## src/rtl/clk_switch_pkg.sv

```systemverilog
// clk_switch_pkg: shared types and defaults for the clock-source switch.
// Optional feature macro used by clk_switch_ctrl: CLK_SWITCH_AUTO_FAILOVER_EN.
package clk_switch_pkg;

    localparam int MAX_SRC            = 16;
    localparam int DEF_GATE_OFF_CYC   = 4;
    localparam int DEF_MUX_SETTLE_CYC = 8;
    localparam int DEF_CNT_W          = 8;

    typedef enum logic [2:0] {
        ST_IDLE,
        ST_GATE_OFF,
        ST_SWITCH,
        ST_SETTLE,
        ST_GATE_ON
    } state_e;

    // One-hot vector for idx; all-zero when idx is outside 0..n-1.
    function automatic logic [MAX_SRC-1:0] onehot(input logic [3:0] idx,
                                                  input int n);
        logic [MAX_SRC-1:0] v;
        v = '0;
        if (int'(idx) < n) v[idx] = 1'b1;
        return v;
    endfunction

endpackage

```

## src/rtl/clk_switch_cnt.sv

```systemverilog
// clk_switch_cnt: loadable down-counter for the gate-off and settle windows.
// zero flags that the count is (or becomes, on this decrement) zero.
module clk_switch_cnt #(
    parameter int CNT_W = 8
) (
    input  logic             clk,
    input  logic             func_rst,
    input  logic             load,
    input  logic             dec,
    input  logic [CNT_W-1:0] load_val,
    output logic             zero
);

    logic [CNT_W-1:0] cnt_q;

    // Load has priority; decrement saturates at zero.
    always_ff @(posedge clk) begin
        if (func_rst) begin
            cnt_q <= '0;
        end else if (load) begin
            cnt_q <= load_val;
        end else if (dec && cnt_q != '0) begin
            cnt_q <= cnt_q - CNT_W'(1);
        end
    end

    assign zero = (cnt_q == '0) || (dec && cnt_q == CNT_W'(1));

endmodule

```

## src/rtl/clk_switch_ctrl.sv

```systemverilog
// clk_switch_ctrl: sequences clock-source changes (gate off, mux, settle, gate on).
// Define CLK_SWITCH_AUTO_FAILOVER_EN to fail over to RST_SRC on source loss.
module clk_switch_ctrl
    import clk_switch_pkg::*;
#(
    parameter  int N_SRC          = 3,
    localparam int SEL_W          = $clog2(N_SRC),
    parameter  int RST_SRC        = 0,
    parameter  int GATE_OFF_CYC   = DEF_GATE_OFF_CYC,
    parameter  int MUX_SETTLE_CYC = DEF_MUX_SETTLE_CYC,
    parameter  int CNT_W          = DEF_CNT_W
) (
    input  logic             sys_clk,
    input  logic             func_rst,
    input  logic             req_vld,
    input  logic [SEL_W-1:0] req_src,
    output logic             req_rdy,
    input  logic [N_SRC-1:0] src_ok,
    output logic [N_SRC-1:0] cg_en,
    output logic [SEL_W-1:0] clkmux_sel,
    output logic             busy,
    output logic             done,
    output logic             err
);

    if (N_SRC < 2 || N_SRC > MAX_SRC || RST_SRC < 0 || RST_SRC >= N_SRC)
    begin : g_src_chk
        $error("clk_switch_ctrl: bad N_SRC/RST_SRC");
    end
    if (GATE_OFF_CYC < 1 || MUX_SETTLE_CYC < 1 ||
        GATE_OFF_CYC >= 2**CNT_W || MUX_SETTLE_CYC >= 2**CNT_W)
    begin : g_cyc_chk
        $error("clk_switch_ctrl: cycle count does not fit CNT_W");
    end

    localparam int               NP      = 2**SEL_W;
    localparam logic [SEL_W-1:0] RST_V   = SEL_W'(RST_SRC);
    localparam logic [SEL_W:0]   NSRC_V  = (SEL_W+1)'(N_SRC);
    localparam logic [N_SRC-1:0] RST_OH  = N_SRC'(onehot(4'(RST_V), N_SRC));

    state_e           state;
    logic [SEL_W-1:0] cur;
    logic [SEL_W-1:0] tgt;
    logic [NP-1:0]    ok_ext;
    logic             req_ok;
    logic             fail_go;
    logic             start;
    logic             cnt_load;
    logic             cnt_dec;
    logic [CNT_W-1:0] cnt_val;
    logic             cnt_zero;

    assign ok_ext = NP'(src_ok);
    assign req_ok = ({1'b0, req_src} < NSRC_V) && ok_ext[req_src];

`ifdef CLK_SWITCH_AUTO_FAILOVER_EN
    assign fail_go = (state == ST_IDLE) && !ok_ext[cur] &&
                     (cur != RST_V) && ok_ext[RST_V];
`else
    assign fail_go = 1'b0;
`endif

    assign req_rdy = (state == ST_IDLE) && !fail_go;
    assign busy    = !req_rdy;

    assign start    = fail_go ||
                      (req_rdy && req_vld && req_ok && req_src != cur);
    assign cnt_load = start || (state == ST_SWITCH);
    assign cnt_dec  = (state == ST_GATE_OFF) || (state == ST_SETTLE);
    assign cnt_val  = (state == ST_SWITCH) ? CNT_W'(MUX_SETTLE_CYC)
                                           : CNT_W'(GATE_OFF_CYC);

    clk_switch_cnt #(
        .CNT_W    (CNT_W)
    ) u_cnt (
        .clk      (sys_clk),
        .func_rst (func_rst),
        .load     (cnt_load),
        .dec      (cnt_dec),
        .load_val (cnt_val),
        .zero     (cnt_zero)
    );

    // Switch sequencer with registered gate enables, mux select and pulses.
    always_ff @(posedge sys_clk) begin
        if (func_rst) begin
            state      <= ST_IDLE;
            cur        <= RST_V;
            tgt        <= RST_V;
            clkmux_sel <= RST_V;
            cg_en      <= RST_OH;
            done       <= 1'b0;
            err        <= 1'b0;
        end else begin
            done <= 1'b0;
            err  <= 1'b0;
            unique case (state)
                ST_IDLE: begin
                    cg_en <= ok_ext[cur] ? N_SRC'(onehot(4'(cur), N_SRC))
                                         : '0;
                    if (fail_go) begin
                        tgt   <= RST_V;
                        cg_en <= '0;
                        err   <= 1'b1;
                        state <= ST_GATE_OFF;
                    end else if (req_vld) begin
                        if (!req_ok) begin
                            err <= 1'b1;
                        end else if (req_src == cur) begin
                            done <= 1'b1;
                        end else begin
                            tgt   <= req_src;
                            cg_en <= '0;
                            state <= ST_GATE_OFF;
                        end
                    end
                end
                ST_GATE_OFF: begin
                    if (cnt_zero) state <= ST_SWITCH;
                end
                ST_SWITCH: begin
                    clkmux_sel <= tgt;
                    cur        <= tgt;
                    state      <= ST_SETTLE;
                end
                ST_SETTLE: begin
                    if (cnt_zero) begin
                        state <= ST_GATE_ON;
                        if (ok_ext[tgt]) begin
                            cg_en <= N_SRC'(onehot(4'(tgt), N_SRC));
                            done  <= 1'b1;
                        end else begin
                            err <= 1'b1;
                        end
                    end
                end
                ST_GATE_ON: begin
                    state <= ST_IDLE;
                end
                default: begin
                    state <= ST_IDLE;
                end
            endcase
        end
    end

endmodule

```

## config.mk

```make
export PLATFORM = sky130hd
export DESIGN_NAME = clk_switch_ctrl
export DESIGN_NICKNAME = d
export VERILOG_FILES = /design/src/rtl/clk_switch_pkg.sv /design/src/rtl/clk_switch_cnt.sv /design/src/rtl/clk_switch_ctrl.sv
export SDC_FILE = /design/constraint.sdc
export NUM_CORES = 1
export LEC_CHECK = 0
export BUFFER_PORTS_ARGS = -buffer_cell sky130_fd_sc_hd__clkbuf_2
export CAP_MARGIN = 20
export CORE_ASPECT_RATIO = 1.5
export CORE_MARGIN = 3
export CORE_UTILIZATION = 55
export CTS_BUF_LIST = sky130_fd_sc_hd__clkbuf_4 sky130_fd_sc_hd__clkbuf_8
export DETAILED_ROUTE_END_ITERATION = 10
export GPL_TIMING_DRIVEN = 0
export PLACE_DENSITY_LB_ADDON = 0.08
export SYNTH_ARGS = -nofsm -noshare
export SYNTH_HDL_FRONTEND = slang
export SYNTH_SLANG_ARGS = --single-unit
```

## constraint.sdc

```tcl
create_clock -name sys_clk -period 2.7 [get_ports sys_clk]
set_input_delay 0.135 -clock sys_clk [delete_from_list [all_inputs] [get_ports sys_clk]]
set_output_delay 0.135 -clock sys_clk [all_outputs]
set_load 0.005 [all_outputs]
```

Word level (Yosys, flattened, before mapping)
Index checks and enable logic that the tools add are counted.

Logic and storage cells: 90. Register bits after elaboration: 20.

Muxes and demuxes: 39. $lt $le $gt $ge: 10. Equality and inequality tests: 12. Reductions and logical operators: 20. Bitwise gates (word level): 1. Add/subtract/negate cells: 1.

Operators by type and width (number): 2-to-1 mux 3 bit (13); 2-to-1 mux 8 bit (2); 2-to-1 mux 1 bit (14); case mux 3 bit (4 select lines) (1); < comparator 2 x 5 -> 1 bit, second input constant (2); < comparator 2 x 3 -> 1 bit, second input constant (3); equality test 8 x 1 -> 1 bit, second input constant (1); logical AND 1 bit (8); logical NOT 8 bit (1); inequality test 2 bit, second input constant (4); nonzero test 8 bit (1); subtractor 8 x 1 -> 8 bit, second input constant (1); binary-select mux 1 bit (select 2 bit) (3); equality test 3 x 2 -> 1 bit, second input constant (2); < comparator 2 bit, second input constant (3); case mux 3 bit (2 select lines) (1); AND reduction 5 bit (1); demux 1 bit (select 2 bit) (2); greater-or-equal comparator 2 x 1 -> 1 bit, second input constant (2); 2-to-1 mux 4 bit (1); inequality test 2 x 1 -> 1 bit, second input constant (2); case mux 1 bit (2 select lines) (2); AND reduction 4 bit (1); nonzero test 2 bit (2); other kinds (8) (10).

Depth between registers and ports, before layout
Depth after elaboration: 10. Mapped depth: 6.

Cells and area by module
A second synthesis with hierarchy kept.

Cell total of the unflattened synthesis: 154. Area total of the unflattened synthesis: 1293.7 µm².

By module, submodules not included: clk_switch_ctrl (instances 1, area each 703.2 µm², cells each 82, seq. area each 240.2 µm²); clk_switch_cnt (instances 1, area each 590.6 µm², cells each 72, seq. area each 160.2 µm²).

Worst setup path before layout
No wires, ideal clock.

Path type: register to register. From: register u_cnt.cnt_q[0]. To: register u_cnt.cnt_q[2]. Arrival: 1.484 ns. Path buffers: 0. Clock period less this slack: 1.622 ns. Setup slack: 1.078 ns. Setup time: 0.138 ns. Data required time: 2.562 ns. Stages on the path, launching flop included: 7. Path through: dfxtp_1 > inv_1 > ha_1 > or4b_4 > o211ai_1 > xor2_1 > o31ai_1.

Longest elaborated chain between the ends: 3. Elaborated cells on any way between the ends: 6.

RTL lines: from (decl) (line clk_switch_cnt.sv:14) `logic [CNT_W-1:0] cnt_q;`; from (signal assigned) (line clk_switch_cnt.sv:21) `cnt_q <= load_val;`; from (signal assigned) (line clk_switch_cnt.sv:23) `cnt_q <= cnt_q - CNT_W'(1);`; subtractor 8 x 1 -> 8 bit or nonzero test 8 bit (tied branches) (line clk_switch_cnt.sv:23, clk_switch_cnt.sv:22); 2-to-1 mux 8 bit or logical AND 1 bit (tied branches) (line clk_switch_cnt.sv:22) `end else if (dec && cnt_q != '0) begin`; 2-to-1 mux 8 bit or nonzero test 2 bit (tied branches).

Several ways; a longest one is shown, not always the timed one. The select of a mux whose other input is x is not followed. A chain may end at the register's enable or synchronous reset.

Final worst setup path
From: register u_cnt.cnt_q[0]. To: register u_cnt.cnt_q[3].

The elaborated chain is that of the path after synthesis.

==> qor.csv <==
stage,metric,value,unit
clock_network,insertion delay to the later sink of the worst-skew pair,0.30,ns
global_route,GRT Overall Usage,21.7,%
die,num rows,19,
timing,Min Hold Slack,0.0899,ns
min_path,Hold Crit Depth,2,
logic_synthesis,Post-Synthesis Cells,124,
global_route,Overflow after GRT,0,
logic_synthesis,Synth Warn #,0,
clock_network,cts bufs inserted,3,
timing,max-slew violation count,0,
power,Cell Pwr Density,995,nW/µm²
setup_path,Setup crit end kind,flip-flop,
logic_synthesis,"Net Count, Synth",135,
logic_synthesis,synthesized area per cell,9.29,µm²
route,DR pass1 iterations,4,
setup_path,Worst Path Buf+Inv,1,
clock_network,TritonCTS clock tree,yes,
timing,final setup violation count,0,
clock_network,H-Tree Depth,1,
clock_network,cts repair resizes,0,
layout,post-route insts no fill,165,
layout,Seq. cell area,400,µm²
die,full die area,2690,µm²
global_route,pin count of the biggest net entering global routing,12,
timing,Slew HR,55.2,%
die,Initial Util,60.6,%
timing,Final Hold Fails,0,
route,post-route ant nets,0,
clock_network,postcts setup bufs,0,
layout,final core utilization,68.1,%
route,Residual DRC,0,
route,routed vias/inst,6.42,
setup_path,RR Startpoint,u_cnt.cnt_q[0],
logic_synthesis,count of different cell masters after synthesis,48,
setup_path,largest fanout on the critical path,6,
setup_path,Crit path depth,6,
timing,RSZ-0062 raised after global routing,no,
clock_network,CTS sink cnt,20,
global_route,initial antenna violation count,0,
logic_synthesis,sequential fraction of the synthesis area,34.7,%
die,Ports,17,
placed_design,pre-CTS WS,0.938,ns
layout,Fill cells,160,
timing,setup_tns,0,ns
clock_network,"CTS clk-pin slew, worst paths",0.11,ns
placed_design,Detail Placement HPWL,1.98,mm
setup_path,Worst Reg-to-Reg Cells,6,
layout,layout cells sized above 1,20.8,%
timing,period utilisation layout,66.9,%
setup_path,Setup Crit Path Kind,reg -> reg,
timing,post-route setup slack,0.894,ns
timing,Max Fclk,0.554,GHz
setup_path,critical path required time,2.94,ns
layout,Area growth syn-to-layout,12.4,%
setup_path,Crit-path slowest cell,or4b_4,
route,Detailed Route Iter0 Violations,31,
route,routed wire length,2.58,mm
status,status,completed,
timing,min Tclk post-route,1.81,ns
setup_path,Max stage delay on crit path,0.52,ns
setup_path,CP Capture Point,u_cnt.cnt_q[3],
die,DIE HEIGHT,62.1,µm
die,Die Width,43.4,µm
power,Leakage,0.498,nW
setup_path,critical path launch point,u_cnt.cnt_q[0],
logic_synthesis,"flops & latches, synth",20,
route,wire per inst,15.6,µm
placed_design,Placed Cells,161,
placed_design,Final GP Congestion,0.832,
layout,Final #Nets,156,
layout,# diodes,0,
timing,Worst Max-Slew Pin Slew,0.670,ns
clock_network,CTS hold repair buffers,0,
power,VDD IR max,0.000437,V
setup_path,Top delay family on crit path,compound AO/OA/AOI/OAI gates,
setup_path,Worst EP arrival,2.04,ns
global_route,number of global-route vias before repair,1054,
clock_network,CTS root buffer,clkbuf_4,
route,Via Count,1060,
global_route,first-pass GRT wire length,4.51,mm
setup_path,reg2reg end,u_cnt.cnt_q[3],
placed_design,Port Buffers,16,
logic_synthesis,ys async rst share,0,%
layout,footprint of the multi-input gates,707,µm²
run,maxcap violations,0,
setup_path,crit path launch type,flip-flop,
setup_path,R2R setup slack,0.89,ns
setup_path,CP Cell Sequence,"inv_1, ha_1, or4b_4, o211ai_4, o311ai_1, a31oi_1",
clock_network,Clock Path Buffers,2,
logic_synthesis,ys flop type,dfxtp_1,
logic_synthesis,cell area after synthesis,1150,µm²
logic_synthesis,"EDFF count, synth",0,
min_path,min-delay worst type,in -> reg,
timing,Fin Clk Skew,0.00195,ns
die,core region area,1900,µm²
==> kinds of logic (layout without fill, tap and decap cells) <==
kind of cell             after synthesis  after routing  synth area share [%]
AO/OA/AOI/OAI                         37             37                  26.0
XOR/XNOR                               7              7                  5.32
adder cells (fa/ha/maj)                3              3                  3.26
buffers and inverters                  8             28                  3.91
flip-flops                            20             20                  34.7
multiplexers                           4              4                  3.47
AND/OR/NAND/NOR                       45             45                  23.3
==> power by group <==
part           switching, mW  internal (mW)  leakage [nW]
Combinational          0.365          0.296         0.315
Sequential            0.0821          0.371         0.163
Clock                 0.0920         0.0824        0.0210
Total                  0.539          0.749         0.498
==> synth_stat cells (all sizes together) (3+ instances only) <==
master | n | area (µm²)
ha | 3 | 37.5
nor2 | 13 | 48.8
nand2 | 5 | 18.8
o21ai | 4 | 20.0
dfxtp | 20 | 400
o2111ai | 3 | 26.3
o31ai | 5 | 37.5
nand4 | 3 | 18.8
o211ai | 3 | 36.3
mux2i | 4 | 40.0
xor2 | 6 | 52.6
nor3 | 5 | 36.3
a211oi | 3 | 22.5
inv | 5 | 18.8
a21oi | 5 | 28.8
==> worst min path at each step <==
stage               startpoint        endpoint
floorplan             func_rst  u_cnt.cnt_q[2]
global route          func_rst  u_cnt.cnt_q[2]
global placement      func_rst  u_cnt.cnt_q[2]
detailed placement    func_rst  u_cnt.cnt_q[2]
finish                func_rst  u_cnt.cnt_q[2]
CTS                   func_rst  u_cnt.cnt_q[2]
==> worst reg2reg max path, cell delays in order, from the launching register on <==
cell and delay (ns):
dfxtp_1 0.36, inv_1 0.10, ha_1 0.19, or4b_4 0.52, o211ai_4 0.26, o311ai_1 0.14
a31oi_1 0.18
==> metal layers <==
layer / GRT usage [%] / vias up / part of all wire (%)
met2: 41.9 / 31 / 53
met5: 0 / - / 0
li1: - / 517 / -
met3: 1.73 / 10 / 3.5
met4: 10.3 / 0 / 2.6
met1: 23.7 / 502 / 41
==> flip-flops by register name (all words and copies together) (netlist names) <==
register / cells
state: 3
err: 1
cur: 2
cg_en: 3
tgt: 2
done: 1
u_cnt.cnt_q: 8
==> metrics by stage <==
stage | power [mW] | area, µm²
floorplan | 0.960 | 1150
global placement | 1.10 | 1260
detailed placement | 1.12 | 1260
CTS | 1.29 | 1290
global route | 1.40 | 1290
finish | 1.29 | 1290
==> placed cells by master (no fill, tap or decap), types with 2 or more instances in the layout <==
master,netlist,final
dfxtp_1,20,20
clkbuf_2,0,16
nor2_1,13,13
xor2_1,6,6
inv_1,5,5
nand2_1,5,5
o31ai_1,5,5
mux2i_1,4,4
nor3_1,4,4
a21oi_1,4,4
o21ai_0,4,4
o2111ai_1,3,3
nand4_1,3,3
a211oi_1,3,3
ha_1,3,3
clkbuf_4,0,3
nand3b_1,2,2
o21a_1,2,2
or3_1,2,2
buf_6,2,2
or2_2,2,2
o211ai_1,2,2
and2_1,2,2
a311oi_1,2,2
==> layout make-up <==
| type | instances | share of cell area (%) |
|---|---|---|
| multi-input cells | 96 | 54.6 |
| repair buffers | 16 | 6.18 |
| well taps | 21 | 2.03 |
| clock buffers | 4 | 2.80 |
| flip-flops and latches | 20 | 30.9 |
| plain buffers | 3 | 2.03 |
| inverters | 5 | 1.45 |
Power figures use the tool's default switching activity.
